**src/rtl/dpwm_pkg.sv**
```systemverilog
// rtl/dpwm_pkg.sv - shared constants and state type for the DPWM counter/comparator
package dpwm_pkg;

  localparam int N_BITS_DEF = 8;
  // Width of the fine part; must equal the input width of the tap decoder.
  localparam int FINE_BITS  = 2;

  typedef enum logic [1:0] {
    IDLE = 2'd0,
    ON   = 2'd1,
    OFF  = 2'd2
  } dpwm_state_t;

endpackage

```
**src/rtl/contador_periodo.sv**
```systemverilog
// rtl/contador_periodo.sv - C-bit period counter with synchronous clear and terminal flag
module contador_periodo #(
  parameter int C = 6
) (
  input  logic         clk_i,
  input  logic         rst_i,
  input  logic         clr_i,
  input  logic         inc_i,
  output logic [C-1:0] cnt_o,
  output logic         fin_o
);

  logic [C-1:0] cnt_q;

  // Count up modulo 2^C; clear wins over increment so a period start always lands on 0.
  always_ff @(posedge clk_i) begin
    if (rst_i) begin
      cnt_q <= '0;
    end else if (clr_i) begin
      cnt_q <= '0;
    end else if (inc_i) begin
      cnt_q <= cnt_q + C'(1);
    end
  end

  assign cnt_o = cnt_q;
  assign fin_o = &cnt_q;

endmodule

```
**src/rtl/dpwm_contador_comparador.sv**
```systemverilog
// rtl/dpwm_contador_comparador.sv - coarse PWM counter/comparator with double-buffered duty and fine tap select
module dpwm_contador_comparador
  import dpwm_pkg::*;
#(
  parameter int N_BITS = N_BITS_DEF
) (
  input  logic                 clk,
  input  logic                 rst,
  input  logic                 en,
  input  logic [N_BITS-1:0]    duty,
  input  logic                 duty_wr,
  output logic                 duty_ack,
  output logic                 pwm_coarse,
  output logic [FINE_BITS-1:0] fine_sel,
  output logic                 pwm_ini
);

  localparam int C = N_BITS - FINE_BITS;

  dpwm_state_t          state_q;
  logic [N_BITS-1:0]    shadow_q;
  logic [N_BITS-1:0]    active_q;
  logic                 pwm_q;
  logic                 ini_q;
  logic                 ack_q;
  logic [FINE_BITS-1:0] fine_q;

  logic [C-1:0] cnt;
  logic [C-1:0] cnt_inc;
  logic [C-1:0] coarse;
  logic [C-1:0] shadow_coarse;
  logic         fin;
  logic         running;
  logic         start;

  assign running       = (state_q != IDLE);
  // A period starts after IDLE sees en, or at wrap while en is still high.
  assign start         = en && (!running || fin);
  assign cnt_inc       = cnt + C'(1);
  assign coarse        = active_q[N_BITS-1:FINE_BITS];
  assign shadow_coarse = shadow_q[N_BITS-1:FINE_BITS];

  contador_periodo #(
    .C (C)
  ) u_contador (
    .clk_i (clk),
    .rst_i (rst),
    .clr_i (start),
    .inc_i (running),
    .cnt_o (cnt),
    .fin_o (fin)
  );

  // Shadow register takes every write; ack follows the write by one cycle.
  always_ff @(posedge clk) begin
    if (rst) begin
      shadow_q <= '0;
      ack_q    <= 1'b0;
    end else begin
      ack_q <= duty_wr;
      if (duty_wr) begin
        shadow_q <= duty;
      end
    end
  end

  // Period FSM: loads active duty at period start, drops pwm after coarse cycles, idles at wrap without en.
  always_ff @(posedge clk) begin
    if (rst) begin
      state_q  <= IDLE;
      active_q <= '0;
      pwm_q    <= 1'b0;
      ini_q    <= 1'b0;
      fine_q   <= '0;
    end else begin
      ini_q <= 1'b0;
      if (start) begin
        // Active takes the shadow value as it was before this edge; a coincident write waits a period.
        active_q <= shadow_q;
        ini_q    <= 1'b1;
        fine_q   <= shadow_q[FINE_BITS-1:0];
        if (shadow_coarse != '0) begin
          state_q <= ON;
          pwm_q   <= 1'b1;
        end else begin
          state_q <= OFF;
          pwm_q   <= 1'b0;
        end
      end else if (running && fin) begin
        state_q <= IDLE;
        pwm_q   <= 1'b0;
        fine_q  <= '0;
      end else if (state_q == ON && cnt_inc == coarse) begin
        state_q <= OFF;
        pwm_q   <= 1'b0;
      end
    end
  end

  assign duty_ack   = ack_q;
  assign pwm_coarse = pwm_q;
  assign fine_sel   = fine_q;
  assign pwm_ini    = ini_q;

endmodule

```
**config.mk**
```make
export PLATFORM = sky130hd
export DESIGN_NAME = dpwm_contador_comparador
export DESIGN_NICKNAME = d
export VERILOG_FILES = /design/src/rtl/dpwm_pkg.sv /design/src/rtl/contador_periodo.sv /design/src/rtl/dpwm_contador_comparador.sv
export SDC_FILE = /design/constraint.sdc
export NUM_CORES = 1
export LEC_CHECK = 0
export CELL_PAD_IN_SITES_DETAIL_PLACEMENT = 0
export CELL_PAD_IN_SITES_GLOBAL_PLACEMENT = 1
export CORE_UTILIZATION = 35
export CTS_CLUSTER_DIAMETER = 120
export DETAILED_ROUTE_END_ITERATION = 7
export GPL_TIMING_DRIVEN = 1
export PLACE_DENSITY_LB_ADDON = 0.1
export SYNTH_ARGS = -nofsm -noshare
export SYNTH_HDL_FRONTEND = slang
export SYNTH_SLANG_ARGS = --single-unit
```
**constraint.sdc**
```tcl
create_clock -name clk -period 2.73 [get_ports clk]
set_input_delay 0.273 -clock clk [delete_from_list [all_inputs] [get_ports clk]]
set_output_delay 0.273 -clock clk [all_outputs]
set_load 0.02 [all_outputs]
```
* Yosys cells after proc, flatten, opt, wreduce, memory -nomap -nowiden *
Index checks and enable logic that the tools add are counted.

word-level totals
  flip-flop bits (word level) = 29

operators by class
  add/subtract/negate cells = 1
  equality and inequality tests = 2
  muxes and demuxes = 11
  reduce and logical (&&, ||, !) cells = 11

operators by type and width
  operator                                                                count
  2-bit two-way mux                                                       6
  6-bit by 1-bit adder with 6-bit output (second input constant)          1
  6-bit equality test                                                     1
  6-bit AND reduction                                                     1
  6-bit nonzero test                                                      1
  1-bit two-way mux                                                       5
  2-bit nonzero test                                                      2
  1-bit logical AND                                                       3
  3-bit nonzero test                                                      1
  2-bit by 1-bit equality test with 1-bit output (second input constant)  1
  2-bit OR reduction                                                      1
  1-bit logical NOT                                                       1
  1-bit logical OR                                                        1

* Depth between registers and ports, before layout *
Gate-level depths: netlist of run 1.

  depth in word-level cells = 6
  gate-level depth with buffers = 6
  mapped depth without buffers = 6

* Modules after synthesis *
From an unflattened synthesis of run 1, not the netlist that was laid out.

unflattened totals
  cells, all modules = 129
  area total of the unflattened synthesis = 1,177.4 µm²

modules (own cells, without submodules)
  module                    instances  cells each  area an instance (µm²)  sequential area each (µm²)
  dpwm_contador_comparador  1          100         915.9                   400.4
  contador_periodo          1          29          261.5                   120.1

* Worst setup path after synthesis of run 1 *
No wires, ideal clock.

  path type = flip-flop to flip-flop
  start = reg u_contador.cnt_q[0] (netlist: u_contador.cnt_o[0])
  end = reg pwm_q (netlist: pwm_coarse)
  arrival = 1.483 ns
  required time = 2.614 ns
  slack = 1.131 ns
  stages on the path, launching flop included = 7
  path buffers = 0
  clock period less this slack = 1.599 ns
  cells stage by stage = dfxtp_1 ha_1 xor2_1 nor4b_1 o211a_1 o21ai_2 a41o_1

between the ends
  longest elaborated chain between the ends = 4
  elaborated cells on any way between the ends = 10
  classes of those cells = 1 x add/sub; 1 x eq/ne; 2 x mux; 6 x reduce/logical

ends and longest elaborated chain
  what                                    line                            RTL
  from (decl)                             contador_periodo.sv:13          logic [C-1:0] cnt_q;
  from (signal assigned)                  contador_periodo.sv:22          cnt_q <= cnt_q + C'(1);
  6-bit by 1-bit adder with 6-bit output  dpwm_contador_comparador.sv:39  assign cnt_inc = cnt + C'(1);
  named net cnt_inc[1]                    dpwm_contador_comparador.sv:29  logic [C-1:0] cnt_inc;
  6-bit equality test                     dpwm_contador_comparador.sv:93  end else if (state_q == ON && cnt_inc == coarse) begin
  1-bit logical AND                       dpwm_contador_comparador.sv:93
  3-bit nonzero test (no source line)     --
  to (signal assigned)                    dpwm_contador_comparador.sv:87  pwm_q <= 1'b0;
  to (signal assigned)                    dpwm_contador_comparador.sv:91  pwm_q <= 1'b0;
  to (signal assigned)                    dpwm_contador_comparador.sv:95  pwm_q <= 1'b0;
  to (decl)                               dpwm_contador_comparador.sv:23  logic pwm_q;

The timed path passes the listed nets, and every way through them passes these cells.
A chain may end at the register's enable or synchronous reset.

* Final worst setup path of run 1 *
  start = reg pwm_q (netlist: pwm_coarse)
  end = out pwm_coarse

RTL lines
  what                    line                            RTL
  from (signal assigned)  dpwm_contador_comparador.sv:72  pwm_q <= 1'b0;
  from (signal assigned)  dpwm_contador_comparador.sv:84  pwm_q <= 1'b1;
  from (signal assigned)  dpwm_contador_comparador.sv:87
  to (decl)               dpwm_contador_comparador.sv:13  output logic pwm_coarse,

No word-level cell between the ends.

==> results of run 1 <==
layout by cell type (no fill, tap or decap):
master / netlist / routed
o2111ai_1: 1 / 1
o311a_1: 1 / 1
nand3b_1: 1 / 1
a21oi_1: 3 / 3
and3_1: 1 / 1
o211a_1: 1 / 1
a211oi_1: 1 / 1
clkdlybuf4s50_1: 0 / 16
nor4_1: 1 / 1
nor2b_1: 4 / 4
xor2_1: 4 / 4
inv_1: 1 / 1
nand3_1: 3 / 3
nor3_2: 1 / 1
nand4bb_1: 1 / 1
nor2_1: 20 / 20
dfxtp_1: 26 / 26
a22oi_1: 2 / 2
xnor2_1: 6 / 6
clkbuf_4: 0 / 3
a22o_1: 6 / 6
ha_1: 1 / 1
nor2_2: 3 / 3
nand2_1: 3 / 3
nor4b_1: 1 / 1
or4_1: 1 / 1
a41o_1: 1 / 1
o21ai_2: 2 / 2
and3_4: 1 / 1
nor3_1: 2 / 2
o21a_1: 1 / 1
o21ai_0: 3 / 3
bufinv_16: 0 / 1
mux2i_1: 9 / 9
through the flow:
step                      area, sq um  std cells
final                            1375        176
after global routing             1375        176
after CTS                        1375        176
after detailed placement         1323        172
after global placement           1323        172
after floorplan                  1115        114
worst min-delay path, delay by kind of cell (launching register included):
family             cells  cell delay, ns
DFF                    1            0.36
and+or+nand+nor        1            0.06
AOI/OAI and AO/OA      1            0.05
state kept, by name (all words and copies together), names as in the netlist:
name	flops
fine_sel	2
pwm_coarse	1
pwm_ini	1
u_contador.cnt_o	6
active_q	6
shadow_q	8
state_q	1
duty_ack	1
area by class of cell:
type                       count  area share, %
clock inverter                 1          2.184
tap                           44          4.004
inverter                       1         0.2730
sequential                    26          37.85
multi-input combinational     85          42.40
clock buffer                   3          1.638
timing repair buffer          16          11.65
cells by family after synthesis:
| logic type | after synthesis | synth area share (%) |
|---|---|---|
| flip-flops | 26 | 46.69 |
| adder cells (fa/ha/maj) | 1 | 1.122 |
| XOR/XNOR | 10 | 7.856 |
| multiplexers | 9 | 8.081 |
| AO/OA/AOI/OAI | 22 | 15.15 |
| AND/OR/NAND/NOR | 43 | 20.09 |
| buffers and inverters | 3 | 1.010 |
power groups by stage:
stage	Clock, mW	Combinational [mW]	Sequential (mW)
after detailed placement	0	0.135	0.436
after global placement	0	0.134	0.435
after CTS	0.273	0.136	0.428
after floorplan	0	0.0828	0.437
final	0.264	0.134	0.428
after global routing	0.291	0.151	0.432
Yosys cell counts, drive strengths merged:
cell type,instances,area (sq um)
a41o,1,10.01
o211a,1,10.01
or4,1,7.510
xnor2,6,52.55
xor2,4,35.03
nor4b,1,8.760
a211oi,1,7.510
mux2i,9,90.09
dfxtp,26,520.5
ha,1,12.51
nand2,3,11.26
nor2b,4,25.02
o21a,1,7.510
o311a,1,10.01
and3,2,17.52
a22o,6,52.55
nor4,1,6.260
nor2,23,93.84
nand3b,1,7.510
nand4bb,1,11.26
clkbuf,2,7.510
o21ai,5,32.53
o2111ai,1,8.760
a21oi,3,15.01
a22oi,2,15.01
inv,1,3.750
nor3,3,20.02
nand3,3,15.01
worst paths after layout:
path / start / to / slack (ns)
hold / removal: u_contador.cnt_o[1]$_SDFFE_PP0N_ / u_contador.cnt_o[1]$_SDFFE_PP0N_ / 0.50
hold reg to reg: u_contador.cnt_o[1]$_SDFFE_PP0N_ / u_contador.cnt_o[1]$_SDFFE_PP0N_ / 0.50
setup reg to reg: u_contador.cnt_o[0]$_SDFFE_PP0N_ / active_q[2]$_SDFFE_PP0P_ / 0.99
setup / recovery: pwm_coarse$_SDFFE_PP0P_ / pwm_coarse / 0.99
routing by layer:
metal	track usage (%)	routed length, um
met1	17.49	976
met3	5.495	112
met4	4.762	20
met5	0	0
met2	24.63	1064
==> flow_metrics.tcl, run 1 <==
set metrics [dict create \
    outcome "finished clean" \
    cp_cell_sequence "clkdlybuf4s50_1" \
    htree_levels 1 \
    fp-row-count 20 \
    tightestPinTransition_ns 0.5913 \
    routabilityCongestion 0.7069 \
    synthCells 114 \
    fin_crit_ns 1.741 \
    cts_resized 0 \
    synth-seq-cells 26 \
    fillers 303 \
    regArea_sq_um 520.5 \
    antenna_found_initial 0 \
    avgSynthCellArea_sq_um 9.779 \
    fmax_mhz 574.3 \
    synthDistinctLibCells 32 \
    powerDensity_mw_per_mm2 600.6 \
    ir_worst_vdd_mv 0.3375 \
    min_period_over_period_pct 63.78 \
    via_per_inst 4.943 \
    setup_tns_ns 0 \
    switching_share_pct 25.20 \
    drv_cap 0 \
    vias 870 \
    ctsHoldBuffers 0 \
    grt_max_degree 17 \
    switching_power_uw 208.1 \
    setup_slack_ns 0.9888 \
    p_clk_share_pct 31.9 \
    p_leak_nw 0.5420 \
    routed_wl_um 2174 \
    synth_fp_nets 127 \
    r2r_cells 6 \
    crit_buf_inv 1 \
    cp_max_fo 8 \
    min_path_cells 2 \
    power_uw 825.8 \
    yosys_warnings 0 \
    comb_power_share_pct 16.3 \
    ys_seq_area_share_pct 46.69 \
    clk_latency_ns 0.32 \
    synth_area_sq_mm 0.001115 \
    dp_hpwl_um 1662 \
    cp_top_family "buffers and inverters" \
    cts_tree "built" \
    grt_pass1_wl_um 3739 \
    drt_iter0_markers 38 \
    io_pins 17 \
    wl_per_cell_um 12.35 \
    end_kind "primary output" \
    cp.required_ns 2.46 \
    clockBufferDepth 2 \
    timing.hold.ws_ns 0.4977 \
    cts_root_buffer "clkbuf_4" \
    fin_util_pct 45.41 \
    slowest_stage "clkdlybuf4s50_1" \
    die_h_um 58.44 \
    critPathLaunchType "flip-flop" \
    setup_viol 0 \
    post-place-ws_ns 1.014 \
    cts.sinks 26 \
    intPower_uw 617.7 \
    cts_buffers 3 \
    grt_pass1_vias 808 \
    die_area_sq_mm 0.003415 \
    io_buffers 16 \
    seqPwrFrac_pct 51.8 \
    hold_class "reg2reg" \
    antenna_cells 0 \
    hold_viol 0 \
    track_usage_pct 14.72 \
    die_x_um 58.44 \
    ant_nets 0 \
    critPathKind "reg2out" \
    firstDrtPassIters 4 \
    cts_setup_buffers 0 \
    syn2layout_area_growth_pct 23.34 \
    max_slew_margin_pct 60.46 \
    layout.nets 146 \
    drc_errors 0 \
    slew_violations 0 \
    grt_overflow 0 \
    rsz0062_at_grt "no" \
    initial_core_util_pct 36.82 \
    fin_skew_ns 0.001413 \
    arrival_ns 1.47 \
    multi_input_area_sq_um 583.1 \
    core_sq_mm 0.003028 \
    slowest_delay_ns 0.65 \
    clk_pin_slew_ns 0.14 \
    worst-path-stages 1 \
    drive_above_1_share_pct 8.333 \
]
(Power assumes the default switching activity.)
==> run 2: changes to the inputs <==
clock period = 1.55 ns   (was 2.73 ns; I/O delays follow)
==> flow_metrics.tcl, run 2 (synthesis gave the netlist of run 1 again) <==
set metrics [dict create \
    met3WireLength_um 54 \
    core_sq_mm 0.003028 \
    dp_hpwl_um 1635 \
    largest_reg_flops 8 \
    critPathKind "reg2reg" \
    io_buffers 16 \
    cts_root_buffer "clkbuf_4" \
    cts_buffers 3 \
    fin_util_pct 48.35 \
    wl_met2_um 1020 \
    antenna_cells 0 \
    startpoint "u_contador.cnt_o[1]$_SDFFE_PP0N_" \
    drv_cap 0 \
    post-place-ws_ns -0.09048 \
    wl_per_cell_um 11.54 \
    rsz0062_at_grt "yes" \
    track_usage_pct 14.29 \
    routed_wl_um 2111 \
    top_layer "met4" \
    r2r_cells 6 \
    slew_violations 0 \
    hold_class "in2reg" \
    initial_core_util_pct 36.82 \
    drive_above_1_share_pct 19.42 \
    clockBufferDepth 2 \
    grt_pass1_wl_um 3705 \
    grt_overflow 0 \
    cp_max_fo 2 \
    vias 876 \
    cp.required_ns 1.78 \
    drc_errors 0 \
    r2r_start "u_contador.cnt_o[1]$_SDFFE_PP0N_" \
    setup_slack_ns 0.01058 \
    ir_worst_vdd_mv 0.4206 \
    clk_pin_slew_ns 0.14 \
    clk_latency_ns 0.32 \
    critPathLaunchType "flip-flop" \
    cts_tree "built" \
    setup_viol 0 \
    die_area_sq_mm 0.003415 \
    hold_viol 0 \
    min_path_cells 3 \
    routabilityCongestion 0.8235 \
    tightestPinTransition_ns 0.3267 \
    end_kind "flip-flop" \
    fin_skew_ns 0.003915 \
    powerDensity_mw_per_mm2 952.5 \
    wl_met1_um 1017 \
    max_slew_margin_pct 78.02 \
    antenna_found_initial 0 \
    arrival_ns 1.77 \
    regMostFlops "shadow_q" \
    r2r_slack_ns 0.01 \
    fin_crit_ns 1.539 \
    htree_levels 1 \
    ctsHoldBuffers 0 \
    final_common_cell "dfxtp_1" \
    timing.hold.ws_ns 0.4230 \
    p_leak_nw 0.5866 \
    fmax_mhz 649.6 \
    grt_pass1_vias 828 \
    die_h_um 58.44 \
    mostFrequentLayoutCells "23 x dfxtp_1, 20 x nor2_1, 15 x clkdlybuf4s50_1" \
    min_period_over_period_pct 99.32 \
    io_pins 17 \
    r2r-end "pwm_coarse$_SDFFE_PP0P_" \
    syn2layout_area_growth_pct 31.31 \
    via_per_inst 4.787 \
    layout.nets 153 \
    fillers 291 \
    cts.sinks 26 \
    worstHoldStart "duty[0]" \
    grt_max_degree 15 \
    power_mw 1.394 \
    ant_nets 0 \
    drt_iter0_markers 22 \
    fp-row-count 20 \
    die_x_um 58.44 \
    outcome "finished clean" \
    firstDrtPassIters 4 \
    cts_setup_buffers 0 \
    holdPathEnd "shadow_q[0]$_SDFFE_PP0P_" \
]
[run 2: critical path: stages, from the launching register on]
cell,delay (ns)
dfxtp_2,0.36
ha_4,0.24
xor2_1,0.16
nor4b_2,0.25
o211a_1,0.20
o21ai_2,0.07
a41o_1,0.18
[run 2: layout make-up]
class	instances	area (sq um)	area share [%]
multi-input cells	85	626.9	42.82
flip-flops and latches	26	526.8	35.98
repair buffers	23	215.2	14.70
well taps	44	55.05	3.761
clock buffers	4	36.28	2.479
inverters	1	3.754	0.2564
[run 2: power breakdown]
group / total (mW) / internal (mW) / switching [mW]
Sequential: 0.755 / 0.714 / 0.0410
Combinational: 0.290 / 0.153 / 0.137
Clock: 0.349 / 0.144 / 0.205
[run 2: worst max path at each step]
| stage | end | slack (ns) | depth (start not counted) |
|---|---|---|---|
| detailed placement | pwm_coarse$_SDFFE_PP0P_ | -0.09 | 6 |
| CTS | pwm_coarse | 0.004 | 1 |
| global route | pwm_coarse$_SDFFE_PP0P_ | -0.09 | 6 |
| global placement | pwm_coarse$_SDFFE_PP0P_ | -0.05 | 6 |
| floorplan | pwm_coarse$_SDFFE_PP0P_ | 0.007 | 6 |
| finish | pwm_coarse$_SDFFE_PP0P_ | 0.01 | 6 |
[run 2: per-layer routing]
layer	GRT usage (%)	up-vias
li1	-	462
met1	18.12	401
met2	23.15	11
met3	1.978	2
met4	8.503	0
met5	0	-
[run 2: repair_timing]
| action | 4_1_cts | 5_1_grt |
|---|---|---|
| endpoints found under the setup margin | 10 | 12 |
| gates resized for setup | 4 | 4 |
| pin swaps | 3 | 3 |
[run 2: per-stage QoR]
stage / std cells / TNS [ns] / cell area, sq um
floorplan: 114 / 0 / 1132
global placement: 179 / -0.05192 / 1393
detailed placement: 179 / -0.1118 / 1393
CTS: 183 / 0 / 1444
global route: 183 / -0.2682 / 1464
finish: 183 / 0 / 1464
==> run 3: changes to the inputs <==
SETUP_SLACK_MARGIN = 0.1   (was not set)
==> flow_metrics.tcl, run 3 (synthesis gave the netlist of run 1 again) <==
set metrics [dict create \
    mostFrequentLayoutCells "20 x nor2_1, 19 x dfxtp_1, 13 x clkdlybuf4s50_1" \
    critPathLaunchType "flip-flop" \
    clk_pin_slew_ns 0.14 \
    io_pins 17 \
    drt_iter0_markers 28 \
    dp_hpwl_um 1743 \
    drive_above_1_share_pct 25.18 \
    max_slew_margin_pct 74.70 \
    fmax_mhz 666.1 \
    ant_nets 0 \
    die_h_um 58.44 \
    grt_max_degree 15 \
    cp_max_fo 5 \
    critPathKind "reg2reg" \
    fin_skew_ns 0.01016 \
    io_buffers 16 \
    fp-row-count 20 \
    r2r-end "pwm_coarse$_SDFFE_PP0P_" \
    end_kind "flip-flop" \
    place_area_sq_mm 0.001378 \
    cts_root_buffer "clkbuf_4" \
    cts_buffers 3 \
    r2r_slack_ns 0.05 \
    setup_slack_ns 0.04874 \
    wl_per_cell_um 12.48 \
    final_cells 183 \
    die_area_sq_mm 0.003415 \
    cts.sinks 26 \
    hold_class "in2reg" \
    grt_pass1_wl_um 3953 \
    min_path_cells 3 \
    routabilityCongestion 0.7654 \
    min_period_over_period_pct 96.86 \
    largest_reg_flops 8 \
    cp.required_ns 1.78 \
    multi_input_area_sq_um 676.9 \
    regArea_sq_um 531.8 \
    ctsHoldBuffers 0 \
    hold_viol 0 \
    setup_tns_ns 0 \
    grt_pass1_vias 870 \
    worstHoldStart "duty[0]" \
    initial_core_util_pct 36.82 \
    cts_tree "built" \
    p_leak_nw 0.5809 \
    htree_levels 1 \
    numPlacedInstances 177 \
    rsz0062_at_grt "yes" \
    layout.nets 153 \
    grt_overflow 0 \
    syn2layout_area_growth_pct 34.79 \
    via_per_inst 4.831 \
    slew_violations 0 \
    clk_latency_ns 0.32 \
    final_common_cell "nor2_1" \
    firstDrtPassIters 4 \
    r2r_cells 6 \
    fillers 308 \
    powerDensity_mw_per_mm2 915.7 \
    core_sq_mm 0.003028 \
    fin_area_sq_mm 0.001503 \
    outcome "finished clean" \
    clockBufferDepth 2 \
    routed_wl_um 2283 \
    die_x_um 58.44 \
    tightestPinTransition_ns 0.3783 \
    r2r_start "u_contador.cnt_o[0]$_SDFFE_PP0N_" \
    setup_viol 0 \
    power_mw 1.376 \
    fin_crit_ns 1.501 \
    antenna_cells 0 \
    drv_cap 0 \
    post-place-ws_ns -0.006083 \
    drc_errors 0 \
    holdPathEnd "shadow_q[0]$_SDFFE_PP0P_" \
    timing.hold.ws_ns 0.4337 \
    track_usage_pct 15.28 \
    regMostFlops "shadow_q" \
    arrival_ns 1.73 \
    fin_util_pct 49.63 \
    antenna_found_initial 0 \
    vias 884 \
    ir_worst_vdd_mv 0.4480 \
]
## run 3: changes by cell type in the layout (fill, tap and decap cells not counted), sizes merged
cell | previous run | this run
dlymetal6s2s | 1 | 0
clkdlybuf4s50 | 15 | 13
dlygate4sd2 | 0 | 3
## run 3: worst max path at each step
stage,startpoint,endpoint
6_report,u_contador.cnt_o[0]$_SDFFE_PP0N_,pwm_coarse$_SDFFE_PP0P_
5_1_grt,u_contador.cnt_o[0]$_SDFFE_PP0N_,active_q[7]$_SDFFE_PP0P_
4_1_cts,u_contador.cnt_o[1]$_SDFFE_PP0N_,pwm_coarse$_SDFFE_PP0P_
3_5_place_dp,u_contador.cnt_o[1]$_SDFFE_PP0N_,pwm_coarse$_SDFFE_PP0P_
3_3_place_gp,u_contador.cnt_o[1]$_SDFFE_PP0N_,state_q[1]$_SDFFE_PP0P_
2_1_floorplan,u_contador.cnt_o[0]$_SDFFE_PP0N_,pwm_coarse$_SDFFE_PP0P_
## run 3: layout make-up
type,instances,area share [%]
multi-input combinational,85,45.05
timing repair buffer,23,13.91
tap,44,3.664
sequential,26,35.39
inverter,1,0.2498
clock buffer,4,1.749
## run 3: worst max-delay path: stages, from the launching register on
cell and delay (ns):
dfxtp_4 0.38, ha_4 0.17, and3_4 0.18, and3_4 0.20
o21ai_4 0.19, nor3_1 0.08, a41o_1 0.21
## run 3: power by group
part	switching [mW]	total [mW]	internal (mW)	leakage [nW]
sequential	0.0418	0.756	0.715	0.216
combinational	0.157	0.325	0.168	0.350
clock	0.194	0.294	0.101	0.0150
## run 3: layer usage
layer,routed length [um],part of all wire (%),vias up,global-route usage (%)
met1,1001,44,413,18.44
met5,0,0,-,0
met4,19,0.83,0,7.143
li1,-,-,459,-
met3,52,2.3,2,1.978
met2,1210,53,10,26.93
## run 3: repair_timing
item / CTS / global route
endpoints found under the setup margin: 19 / 13
gates resized for setup: 11 / 12
pin swaps: 10 / 4
buffers inserted: 2 / 0
cloned: 0 / 0
